[src/rtl/unified_mem_arbiter_if.sv]
// unified_mem_arbiter_if: IF/MEM request ports and the single memory port.
interface unified_mem_arbiter_if #(
  parameter int ADDR_W = 6,
  parameter int DATA_W = 32
);
  logic              if_req;
  logic [ADDR_W-1:0] if_addr;
  logic [DATA_W-1:0] if_rdata;
  logic              if_valid;
  logic              d_req;
  logic              d_we;
  logic [ADDR_W-1:0] d_addr;
  logic [DATA_W-1:0] d_wdata;
  logic [DATA_W-1:0] d_rdata;
  logic              d_done;
  logic              stall_if;
  logic              stall_mem;
  logic              mem_en;
  logic              mem_we;
  logic [ADDR_W-1:0] mem_addr;
  logic [DATA_W-1:0] mem_wdata;
  logic [DATA_W-1:0] mem_rdata;
  modport slave (
    input  if_req, if_addr, d_req, d_we, d_addr, d_wdata, mem_rdata,
    output if_rdata, if_valid, d_rdata, d_done, stall_if, stall_mem,
           mem_en, mem_we, mem_addr, mem_wdata
  );
  modport master (
    output if_req, if_addr, d_req, d_we, d_addr, d_wdata, mem_rdata,
    input  if_rdata, if_valid, d_rdata, d_done, stall_if, stall_mem,
           mem_en, mem_we, mem_addr, mem_wdata
  );
endinterface

[src/rtl/unified_mem_arbiter.sv]
// unified_mem_arbiter: one single-ported memory shared by IF and MEM, one access at a time.
// Define ARB_FAIR_EN to alternate priority between IF and data on contention;
// otherwise data always wins a tie.
module unified_mem_arbiter #(
  parameter int ADDR_W  = 6,
  parameter int DATA_W  = 32,
  parameter int MEM_LAT = 1
) (
  input logic                  clk,
  input logic                  rst,
  unified_mem_arbiter_if.slave bus
);
  typedef enum logic [1:0] {IDLE, BUSY_D, BUSY_I} state_t;
  localparam logic [3:0] LAT = 4'(MEM_LAT);
  state_t            state_q, state_d;
  logic [3:0]        cnt_q, cnt_d;
  logic              we_q, we_d;
  logic              if_valid_q, if_valid_d;
  logic              d_done_q, d_done_d;
  logic              mem_en_q, mem_en_d;
  logic              mem_we_q, mem_we_d;
  logic [ADDR_W-1:0] mem_addr_q, mem_addr_d;
  logic [DATA_W-1:0] mem_wdata_q, mem_wdata_d;
  logic [DATA_W-1:0] if_rdata_q, if_rdata_d;
  logic [DATA_W-1:0] d_rdata_q, d_rdata_d;
  logic              gnt_data, gnt_if;
`ifdef ARB_FAIR_EN
  logic last_q, last_d;
  // IF wins a tie when the previous grant went to data (last_q=0)
  always_comb begin
    gnt_if   = bus.if_req & (~bus.d_req | ~last_q);
    gnt_data = bus.d_req & ~gnt_if;
    last_d   = (state_q == IDLE && (gnt_if | gnt_data)) ? gnt_if : last_q;
  end
  // remember who was granted last, 1 = IF
  always_ff @(posedge clk or posedge rst) begin
    if (rst) last_q <= 1'b0;
    else     last_q <= last_d;
  end
`else
  // fixed priority: data over instruction
  always_comb begin
    gnt_data = bus.d_req;
    gnt_if   = bus.if_req & ~bus.d_req;
  end
`endif
  // accept in IDLE, count down the latency, capture read data and pulse on completion
  always_comb begin
    state_d     = state_q;
    cnt_d       = cnt_q;
    we_d        = we_q;
    if_valid_d  = 1'b0;
    d_done_d    = 1'b0;
    mem_en_d    = 1'b0;
    mem_we_d    = 1'b0;
    mem_addr_d  = mem_addr_q;
    mem_wdata_d = mem_wdata_q;
    if_rdata_d  = if_rdata_q;
    d_rdata_d   = d_rdata_q;
    if (state_q == IDLE) begin
      if (gnt_data | gnt_if) begin
        state_d     = gnt_data ? BUSY_D : BUSY_I;
        cnt_d       = LAT;
        we_d        = gnt_data & bus.d_we;
        mem_en_d    = 1'b1;
        mem_we_d    = gnt_data & bus.d_we;
        mem_addr_d  = gnt_data ? bus.d_addr : bus.if_addr;
        mem_wdata_d = gnt_data ? bus.d_wdata : mem_wdata_q;
      end
    end else if (cnt_q != 4'd0) begin
      cnt_d = cnt_q - 4'd1;
    end else begin
      state_d    = IDLE;
      if_valid_d = state_q == BUSY_I;
      d_done_d   = state_q == BUSY_D;
      if_rdata_d = (state_q == BUSY_I) ? bus.mem_rdata : if_rdata_q;
      d_rdata_d  = (state_q == BUSY_D && !we_q) ? bus.mem_rdata : d_rdata_q;
    end
  end
  // state and output registers; reset abandons any in-flight access
  always_ff @(posedge clk or posedge rst) begin
    if (rst) begin
      state_q     <= IDLE;
      cnt_q       <= 4'd0;
      we_q        <= 1'b0;
      if_valid_q  <= 1'b0;
      d_done_q    <= 1'b0;
      mem_en_q    <= 1'b0;
      mem_we_q    <= 1'b0;
      mem_addr_q  <= '0;
      mem_wdata_q <= '0;
      if_rdata_q  <= '0;
      d_rdata_q   <= '0;
    end else begin
      state_q     <= state_d;
      cnt_q       <= cnt_d;
      we_q        <= we_d;
      if_valid_q  <= if_valid_d;
      d_done_q    <= d_done_d;
      mem_en_q    <= mem_en_d;
      mem_we_q    <= mem_we_d;
      mem_addr_q  <= mem_addr_d;
      mem_wdata_q <= mem_wdata_d;
      if_rdata_q  <= if_rdata_d;
      d_rdata_q   <= d_rdata_d;
    end
  end
  assign bus.if_rdata  = if_rdata_q;
  assign bus.if_valid  = if_valid_q;
  assign bus.d_rdata   = d_rdata_q;
  assign bus.d_done    = d_done_q;
  assign bus.mem_en    = mem_en_q;
  assign bus.mem_we    = mem_we_q;
  assign bus.mem_addr  = mem_addr_q;
  assign bus.mem_wdata = mem_wdata_q;
  assign bus.stall_if  = bus.if_req & ~if_valid_q;
  assign bus.stall_mem = bus.d_req & ~d_done_q;
endmodule
[src/flat_wrapper.sv]
// flat-port wrapper written by rule: the top's interface ports become plain ports
module unified_mem_arbiter_flat 
#(
  parameter int ADDR_W  = 6,
  parameter int DATA_W  = 32,
  parameter int MEM_LAT = 1
)
  (clk, rst, bus_if_req, bus_if_addr, bus_d_req, bus_d_we, bus_d_addr, bus_d_wdata, bus_mem_rdata, bus_if_rdata, bus_if_valid, bus_d_rdata, bus_d_done, bus_stall_if, bus_stall_mem, bus_mem_en, bus_mem_we, bus_mem_addr, bus_mem_wdata);
  unified_mem_arbiter_if #(.ADDR_W(ADDR_W), .DATA_W(DATA_W)) bus_i ();
  input logic clk;
  input logic rst;
  input wire logic [$bits(bus_i.if_req)-1:0] bus_if_req;
  input wire logic [$bits(bus_i.if_addr)-1:0] bus_if_addr;
  input wire logic [$bits(bus_i.d_req)-1:0] bus_d_req;
  input wire logic [$bits(bus_i.d_we)-1:0] bus_d_we;
  input wire logic [$bits(bus_i.d_addr)-1:0] bus_d_addr;
  input wire logic [$bits(bus_i.d_wdata)-1:0] bus_d_wdata;
  input wire logic [$bits(bus_i.mem_rdata)-1:0] bus_mem_rdata;
  output wire logic [$bits(bus_i.if_rdata)-1:0] bus_if_rdata;
  output wire logic [$bits(bus_i.if_valid)-1:0] bus_if_valid;
  output wire logic [$bits(bus_i.d_rdata)-1:0] bus_d_rdata;
  output wire logic [$bits(bus_i.d_done)-1:0] bus_d_done;
  output wire logic [$bits(bus_i.stall_if)-1:0] bus_stall_if;
  output wire logic [$bits(bus_i.stall_mem)-1:0] bus_stall_mem;
  output wire logic [$bits(bus_i.mem_en)-1:0] bus_mem_en;
  output wire logic [$bits(bus_i.mem_we)-1:0] bus_mem_we;
  output wire logic [$bits(bus_i.mem_addr)-1:0] bus_mem_addr;
  output wire logic [$bits(bus_i.mem_wdata)-1:0] bus_mem_wdata;
  assign bus_i.if_req = bus_if_req;
  assign bus_i.if_addr = bus_if_addr;
  assign bus_i.d_req = bus_d_req;
  assign bus_i.d_we = bus_d_we;
  assign bus_i.d_addr = bus_d_addr;
  assign bus_i.d_wdata = bus_d_wdata;
  assign bus_i.mem_rdata = bus_mem_rdata;
  assign bus_if_rdata = bus_i.if_rdata;
  assign bus_if_valid = bus_i.if_valid;
  assign bus_d_rdata = bus_i.d_rdata;
  assign bus_d_done = bus_i.d_done;
  assign bus_stall_if = bus_i.stall_if;
  assign bus_stall_mem = bus_i.stall_mem;
  assign bus_mem_en = bus_i.mem_en;
  assign bus_mem_we = bus_i.mem_we;
  assign bus_mem_addr = bus_i.mem_addr;
  assign bus_mem_wdata = bus_i.mem_wdata;
  unified_mem_arbiter #(.ADDR_W(ADDR_W), .DATA_W(DATA_W), .MEM_LAT(MEM_LAT)) u_core (.clk(clk), .rst(rst), .bus(bus_i));
endmodule
[config.mk]
export PLATFORM = sky130hd
export DESIGN_NAME = unified_mem_arbiter_flat
export DESIGN_NICKNAME = d
export VERILOG_FILES = /design/src/rtl/unified_mem_arbiter_if.sv /design/src/rtl/unified_mem_arbiter.sv /design/src/flat_wrapper.sv
export SDC_FILE = /design/constraint.sdc
export NUM_CORES = 1
export LEC_CHECK = 0
export BUFFER_PORTS_ARGS = -buffer_cell sky130_fd_sc_hd__clkbuf_2
export CAP_MARGIN = 20
export CORE_AREA = 2 2 148 135
export DETAILED_ROUTE_END_ITERATION = 12
export DIE_AREA = 0 0 150 137
export HOLD_SLACK_MARGIN = 0.06
export PLACE_DENSITY = 0.46
export SYNTH_ARGS = -nofsm -noshare
export SYNTH_HDL_FRONTEND = slang
export SYNTH_SLANG_ARGS = --single-unit
[constraint.sdc]
create_clock -name clk -period 7.95 [get_ports clk]
set_input_delay 0.795 -clock clk [delete_from_list [all_inputs] [get_ports clk]]
set_output_delay 0.795 -clock clk [all_outputs]
set_load 0.02 [all_outputs]
**Yosys cells after proc, flatten, opt, wreduce, memory -nomap -nowiden**

Cells that the tools add are included.

- Register bits: 113
- Bits in latches: 0
- Memory bits (writable): 0
- ROM bits: 0
- Input port bits: 81
- Output and inout bits: 108
- Logic and storage cells: 53
- Memories kept: 0

- $add $sub $neg: 1
- $mul: 0
- Div/mod/pow operators: 0
- Order comparisons: 0
- Eq/ne operators: 4
- Shift-type cells: 0
- Muxes and demuxes: 16
- Bitwise logic cells: 10
- Reductions and logical operators: 11

Operator list:

| cell | number |
|---|---|
| 4-bit 2-to-1 mux | 3 |
| 3-bit AND reduction | 3 |
| 1-bit 2-to-1 mux | 8 |
| 2-bit 2-to-1 mux | 4 |
| 6-bit 2-to-1 mux | 1 |
| 2-bit AND reduction | 3 |
| 1-bit inverter | 5 |
| 1-bit AND | 4 |
| 4-bit nonzero test | 1 |
| 4-bit by 1-bit subtractor with 4-bit output, second input constant | 1 |
| 2-bit by 1-bit equality test with 1-bit output, second input constant | 1 |
| 2-bit equality test, second input constant | 1 |
| 2-bit zero test | 1 |
| 2-bit by 1-bit != test with 1-bit output, second input constant | 1 |
| 2-bit != test, second input constant | 1 |
| 2-bit nonzero test | 1 |
| 1-bit logical AND | 1 |
| 1-bit zero test | 1 |
| 1-bit OR | 1 |

**Longest topological paths before layout**

Gate-level depths: netlist (run 1).

- Depth after elaboration: 5
- Mapped depth: 7
- Depth with buffers taken out: 5

**Worst setup path before layout (run 1)**

OpenSTA, ideal clock, no wires.

- Path type: input-to-output
- Start: input port bus_d_req
- End: output port bus_stall_mem
- Arrival: 1.527 ns
- Data required time: 7.155 ns
- Path slack: 5.628 ns
- Stages on the path: 2
- Path buffers: 1
- Cells stage by stage: clkbuf_1 > nor2b_1

- Word-level cells in the longest chain between the ends: 1

Ends and longest elaborated chain:

| item | RTL line | text |
|---|---|---|
| from (decl) | flat_wrapper.sv:14 | `input wire logic [$bits(bus_i.d_req)-1:0] bus_d_req;` |
| 1-bit AND | unified_mem_arbiter.sv:117 | `assign bus.stall_mem = bus.d_req & ~d_done_q;` |
| to (decl) | flat_wrapper.sv:24 | `output wire logic [$bits(bus_i.stall_mem)-1:0] bus_stall_mem;` |

Every way passes these cells.

**Worst setup path in the final report (run 1)**

- Start: register u_core.cnt_q[0]
- End: register u_core.if_rdata_q[9], in the netlist u_core.bus.if_rdata[9]

- Word-level cells in the longest chain between the ends: 3

Ends and longest elaborated chain:

| item | RTL line | text |
|---|---|---|
| from (decl) | unified_mem_arbiter.sv:16 | `logic [3:0] cnt_q, cnt_d;` |
| from (signal assigned) | unified_mem_arbiter.sv:96 | `cnt_q <= cnt_d;` |
| 4-bit nonzero test | unified_mem_arbiter.sv:70 | `end else if (cnt_q != 4'd0) begin` |
| 1-bit inverter (no line) | n/a |  |
| 3-bit AND reduction (no line) | n/a |  |
| to (signal assigned) | unified_mem_arbiter.sv:104 | `if_rdata_q <= if_rdata_d;` |
| to (decl) | unified_mem_arbiter.sv:24 | `logic [DATA_W-1:0] if_rdata_q, if_rdata_d;` |

Every way passes these cells.
A chain may end at the register's enable or synchronous reset.

==> impl_metrics.env, run 1 <==
export IMPL_yosys_area_top_type_share_pct=63.1
export IMPL_num_vias=2941
export IMPL_cp_arrival_ns=2.77
export IMPL_crit_fanout=24
export IMPL_hold_class="reg -> reg"
export IMPL_cts_buffers=17
export IMPL_dpl_worst_slack_ns=5.35
export IMPL_vdd_ir_drop_max_mv=0.182
export IMPL_dpl_hpwl_um=7430
export IMPL_vias_per_cell=3.99
export IMPL_cts_buffer_depth=2
export IMPL_postCtsHoldBufs=0
export IMPL_hold_depth=1
export IMPL_synthArstFlopShare_pct=100
export IMPL_gp_congestion=0.712
export IMPL_synth_fp_nets=361
export IMPL_yosys_warnings=0
export IMPL_min_period_ns=2.49
export IMPL_h_tree_depth=4
export IMPL_initial_utilization_pct=23.6
export IMPL_wirelength_um=10400
export IMPL_drt_iter0_markers=60
export IMPL_die_area_sq_um=20600
export IMPL_fmax_mhz=402
export IMPL_grt_overflow_total=0
export IMPL_die_x_um=150
export IMPL_max_cap_violations=0
export IMPL_rows=48
export IMPL_yosys_area_top_type="dfrtp_1"
export IMPL_drc_errors=0
export IMPL_drive_above_1_share_pct=67.2
export IMPL_clock_sinks=113
export IMPL_worst_pin_slew_ns=0.902
export IMPL_rsz0062_at_grt="false"
export IMPL_io_buffers=188
export IMPL_synth_cell_type_count=32
export IMPL_rr_worst_depth=6
export IMPL_setup_viol=0
export IMPL_io_pin_count=189
export IMPL_grt_max_degree=75
export IMPL_antenna_found_initial=0
export IMPL_netlist_area_sq_um=4480
export IMPL_finalHoldViolations=0
export IMPL_grt_pass1_vias=3208
export IMPL_postCtsResizedCells=0
export IMPL_grt_pass1_wl_um=16600
export IMPL_drv_slew=0
export IMPL_relSlewSlack_pct=39.9
export IMPL_end_kind="flip-flop"
export IMPL_wire_per_inst_um=14.1
export IMPL_synth_edf_count=0
export IMPL_fp_dieH_um=137
export IMPL_grt_usage_pct=10.6
export IMPL_antenna_cells=0
export IMPL_path_class="reg -> reg"
export IMPL_yosysSeqAreaShare_pct=63.1
export IMPL_nets=558
export IMPL_ys_seq_elements=113
export IMPL_tritoncts="yes"
export IMPL_setup_slack_ns=5.46
export IMPL_core_sq_um=19000
export IMPL_fin_crit_sh_pct=31.3
export IMPL_firstDrtPassIters=2
export IMPL_cts_setup_buffers=0
export IMPL_synth_avg_cell_area_sq_um=16.1
export IMPL_critPathLaunchType="flip-flop"
export IMPL_leakagePower_uw=0.00314
export IMPL_n_fill_cell=1959
export IMPL_ant_nets=0
export IMPL_skew_ns=0.00607
export IMPL_required_ns=8.23
export IMPL_outcome="complete, no violations"
export IMPL_clock_root_buffer="clkbuf_16"
export IMPL_synthCells=279
export IMPL_areaGrowthSynthToFinish_pct=39.7
export IMPL_yosys_top_cells_area="dfrtp_1 (63%), mux2_2 (17%), mux2_4 (10%)"
export IMPL_synth_top_flop_cell="dfrtp_1"
export IMPL_tns_ns=0
export IMPL_clkTransAtPathRegs_ns=0.05
export IMPL_clock_latency_ns=0.40
export IMPL_power_density_nw_per_um2=477
## layer usage
layer  vias up  track usage (%)  share of wire [%]
li1       1380                -                  -
met1      1457             12.3                 41
met2        95             17.5                 50
met3         9             4.87                7.4
met4         0             2.99                1.0
met5         -                0                  0
## cells in the final DEF, fill, tap and decap left out, drive strengths merged, types with 2 or more instances in the layout
cell / synthesis / routed
or2: 2 / 2
buf: 7 / 4
nand2: 3 / 3
nor3: 2 / 2
or3b: 2 / 2
clkbuf: 7 / 210
inv: 5 / 5
a21o: 2 / 2
mux2i: 6 / 6
or3: 2 / 2
o21ai: 2 / 2
mux2: 96 / 96
nor2: 3 / 3
clkinv: 1 / 5
clkinvlp: 0 / 3
bufinv: 0 / 2
a31o: 2 / 2
dfrtp: 113 / 113
a21oi: 15 / 15
## cell families (layout without fill, tap and decap cells)
group           Yosys count  count (layout)  share of synthesized area [%]
buf+inv                  20             229                           3.02
fa+ha+maj                 1               1                          0.279
compound gates           22              22                           2.85
flops                   113             113                           63.1
mux                     102             102                           28.0
simple gates             21              21                           2.79
## layout make-up
cell class | instances | area (sq um) | share of cell area, %
clock buffers | 22 | 484 | 7.74
well taps | 250 | 313 | 5.00
clock inverters | 9 | 106 | 1.70
repair buffers | 192 | 983 | 15.7
multi-input cells | 146 | 1520 | 24.3
inverters | 6 | 25.0 | 0.400
flip-flops and latches | 113 | 2830 | 45.2
## worst max-delay path: stages, from the launching register on
cell and delay [ns]:
dfrtp_1 0.38, inv_1 0.08, ha_1 0.16, nor3b_1 0.41, nand3b_1 0.57, buf_4 0.46
mux2_2 0.31
## where the power goes
| group | internal, uW | total, uW | leakage [uW] | switching, uW |
|---|---|---|---|---|
| clock network | 491 | 750 | 0.000284 | 259 |
| registers | 869 | 1030 | 0.00133 | 165 |
| logic | 541 | 1200 | 0.00153 | 660 |
## cell usage after synthesis (2+ instances only)
library cell	instances
dfrtp_1	113
nor3_1	2
a21oi_1	15
mux2i_1	6
or2_2	2
nand2_1	3
o21ai_0	2
mux2_2	66
clkbuf_1	7
a31o_2	2
inv_1	5
mux2_4	30
nor2_1	3
buf_2	3
buf_12	3
## registers in the layout, summed over array words and instances (netlist names)
| signal | count |
|---|---|
| u_core.bus.mem_en | 1 |
| u_core.bus.mem_we | 1 |
| u_core.bus.mem_addr | 6 |
| u_core.bus.d_rdata | 32 |
| u_core.bus.if_valid | 1 |
| u_core.cnt_q | 4 |
| u_core.bus.d_done | 1 |
| u_core.bus.if_rdata | 32 |
| u_core.we_q | 1 |
| u_core.bus.mem_wdata | 32 |
| u_core.state_q | 2 |
## stage by stage
step	total power (uW)	std cells	utilization, %	hold slack (ns)	instance area (sq um)
after floorplan	1860	279	-	0.443	4480
after global routing	3170	738	33.0	0.515	6260
after CTS	3040	737	32.9	0.505	6240
after detailed placement	2260	706	29.8	0.493	5650
final	2990	738	33.0	0.503	6260
after global placement	2240	706	29.8	0.489	5650
## path summary, 6_finish.rpt
check	from	endpoint	slack [ns]
setup / recovery	u_core.cnt_q[0]$_DFFE_PP0P_	u_core.bus.if_rdata[9]$_DFFE_PP0P_	5.46
hold / removal	u_core.bus.if_rdata[12]$_DFFE_PP0P_	u_core.bus.if_rdata[12]$_DFFE_PP0P_	0.50
setup reg to reg	u_core.cnt_q[0]$_DFFE_PP0P_	u_core.bus.if_rdata[9]$_DFFE_PP0P_	5.46
hold reg to reg	u_core.bus.if_rdata[12]$_DFFE_PP0P_	u_core.bus.if_rdata[12]$_DFFE_PP0P_	0.50
max in group asynchronous	rst	u_core.bus.mem_wdata[8]$_DFFE_PP0P_	6.28
min in group asynchronous	rst	u_core.bus.mem_wdata[23]$_DFFE_PP0P_	0.58
(Power assumes the default switching activity.)
==> run 2: changes to the inputs <==
--- a/config.mk
+++ b/config.mk
@@ -11,7 +11,7 @@
 export DETAILED_ROUTE_END_ITERATION = 12
 export DIE_AREA = 0 0 150 137
 export HOLD_SLACK_MARGIN = 0.06
-export PLACE_DENSITY = 0.46
+export PLACE_DENSITY = 0.48
 export SYNTH_ARGS = -nofsm -noshare
 export SYNTH_HDL_FRONTEND = slang
 export SYNTH_SLANG_ARGS = --single-unit
==> constraint.sdc (replaced) <==
create_clock -name clk -period 2.1 [get_ports clk]
set_input_delay 0.21 -clock clk [delete_from_list [all_inputs] [get_ports clk]]
set_output_delay 0.21 -clock clk [all_outputs]
set_load 0.02 [all_outputs]
==> run 2 against run 1 <==
  * Sequential power grew to 3.8 times the previous value
  * Cell count grew 10%
  * Die area is the same
  * First-iteration DRC count grew 23%
  * Final area grew 13%
  * Critical path depth is the same
  * Sequential share of layout area shrank 5.2 points
  * Via count grew 9.9%
  * Worst hold slack lost 0.43 ns
  * Maximum frequency grew 22%
  * Utilization grew 4.3 points
==> impl_metrics.env, run 2 (synthesis gave the netlist of run 1 again) <==
export IMPL_initial_utilization_pct=23.6
export IMPL_cp_arrival_ns=2.33
export IMPL_crit_path_start="u_core.cnt_q[1]$_DFFE_PP0P_"
export IMPL_setup_viol=0
export IMPL_crit_chain="inv_1, ha_4, or3b_4, or3_4, clkbuf_16, mux2_4"
export IMPL_rr_worst_depth=6
export IMPL_drc_errors=0
export IMPL_rows=48
export IMPL_clkTransAtPathRegs_ns=0.06
export IMPL_areaGrowthSynthToFinish_pct=57.8
export IMPL_gp_congestion=0.723
export IMPL_cts_buffer_depth=2
export IMPL_num_vias=3231
export IMPL_clock_sinks=113
export IMPL_antenna_cells=0
export IMPL_critPathLaunchType="flip-flop"
export IMPL_firstDrtPassIters=4
export IMPL_cts_buffers=17
export IMPL_wire_per_inst_um=13.9
export IMPL_leakagePower_uw=0.00349
export IMPL_rsz0062_at_grt="false"
export IMPL_worst_hold_slack_ns=0.0757
export IMPL_vdd_ir_drop_max_mv=0.557
export IMPL_reg2reg_to="u_core.bus.d_rdata[3]$_DFFE_PP0P_"
export IMPL_end_kind="flip-flop"
export IMPL_h_tree_depth=4
export IMPL_required_ns=2.39
export IMPL_io_pin_count=189
export IMPL_reg2reg_slack_ns=0.06
export IMPL_power_density_nw_per_um2=1650
export IMPL_n_fill_cell=1879
export IMPL_nets=634
export IMPL_clock_latency_ns=0.40
export IMPL_area_sequential_sq_um=2830
export IMPL_skew_ns=0.00665
export IMPL_grt_pass1_vias=3349
export IMPL_fin_crit_sh_pct=97.2
export IMPL_drt_iter0_markers=74
export IMPL_antenna_found_initial=0
export IMPL_clock_root_buffer="clkbuf_16"
export IMPL_ant_nets=0
export IMPL_die_area_sq_um=20600
export IMPL_path_class="reg -> reg"
export IMPL_max_cap_violations=0
export IMPL_vias_per_cell=3.96
export IMPL_drv_slew=0
export IMPL_tritoncts="yes"
export IMPL_grt_pass1_wl_um=17300
export IMPL_dpl_hpwl_um=7640
export IMPL_slowest_stage="or3_4"
export IMPL_wirelength_um=11400
export IMPL_grt_overflow_total=0
export IMPL_worst_pin_slew_ns=0.801
export IMPL_io_buffers=188
export IMPL_die_x_um=150
export IMPL_endpoint="u_core.bus.d_rdata[3]$_DFFE_PP0P_"
export IMPL_max_stage_delay_ns=0.44
export IMPL_finalHoldViolations=0
export IMPL_layout_common_cells="clkbuf_2 (188), dfrtp_1 (113), mux2_2 (66)"
export IMPL_fp_dieH_um=137
export IMPL_hold_class="in -> reg"
export IMPL_outcome="complete, no violations"
export IMPL_tns_ns=0
export IMPL_final_common_cell="clkbuf_2"
export IMPL_fmax_mhz=490
export IMPL_crit_fanout=6
export IMPL_grt_max_degree=65
export IMPL_relSlewSlack_pct=46.6
export IMPL_drive_above_1_share_pct=60.5
export IMPL_min_period_ns=2.04
export IMPL_worstReg2RegStart="u_core.cnt_q[1]$_DFFE_PP0P_"
export IMPL_multiInputGateArea_sq_um=1540
export IMPL_grt_usage_pct=11.0
export IMPL_core_sq_um=19000
==> run 2: per-layer routing <==
| layer | part of all wire, % | track usage, % | vias to the layer above |
|---|---|---|---|
| met4 | 0.92 | 3.30 | 0 |
| met3 | 6.8 | 4.53 | 6 |
| li1 | - | - | 1533 |
| met5 | 0 | 0 | - |
| met1 | 44 | 13.8 | 1579 |
| met2 | 48 | 17.2 | 113 |
==> run 2: where the power goes <==
part / switching (uW) / total, uW / internal [uW]
Sequential: 617 / 3910 / 3290
Combinational: 2620 / 4920 / 2300
Clock: 984 / 2810 / 1830
Total: 4220 / 11600 / 7420
==> run 2: worst max-delay path: cells and delay by family (launching register included) <==
family / cells / cell delay [ns]
mux: 1 / 0.30
simple gates: 2 / 0.82
fa+ha+maj: 1 / 0.13
buf+inv: 2 / 0.30
flops: 1 / 0.38
==> run 2: what timing repair did <==
| item | CTS | global route |
|---|---|---|
| endpoints found under the setup margin | 32 | 30 |
| gates resized for setup | 1 | 5 |
| pin swaps | 0 | 1 |
| hold buffers | 64 | 0 |
| endpoints found under the hold margin | 141 | 0 |
| cloned | 0 | 3 |
| buffers inserted | 0 | 0 |
==> run 2: area by class of cell <==
class	count	share of cell area (%)
inverter	6	0.372
multi-input combinational	146	21.7
sequential	113	40.0
tap	250	4.42
timing repair buffer	268	25.2
clock buffer	22	6.71
clock inverter	10	1.54
==> run 2: worst min path at each step <==
stage                                  from                                  end  cells after the start
final                     bus_mem_rdata[30]   u_core.bus.d_rdata[30]$_DFFE_PP0P_                      2
after global routing      bus_mem_rdata[30]   u_core.bus.d_rdata[30]$_DFFE_PP0P_                      2
after CTS                 bus_mem_rdata[20]   u_core.bus.d_rdata[20]$_DFFE_PP0P_                      2
after detailed placement     bus_d_wdata[4]  u_core.bus.mem_wdata[4]$_DFFE_PP0P_                      2
after global placement                  rst   u_core.bus.d_rdata[21]$_DFFE_PP0P_                      3
after floorplan                  bus_if_req        u_core.state_q[1]$_DFFE_PP0P_                      2
==> run 2: metrics by stage <==
stage | cells | worst slack [ns] | total power [uW] | utilization, % | cell area [sq um]
6_report | 815 | 0.0592 | 11600 | 37.3 | 7070
5_1_grt | 815 | 0.00722 | 12400 | 37.3 | 7070
4_1_cts | 812 | 0.0211 | 11700 | 36.8 | 6990
3_5_place_dp | 716 | -0.120 | 8720 | 30.4 | 5760
3_3_place_gp | 716 | -0.111 | 8630 | 30.4 | 5760
2_1_floorplan | 279 | 0.0715 | 7040 | - | 4490
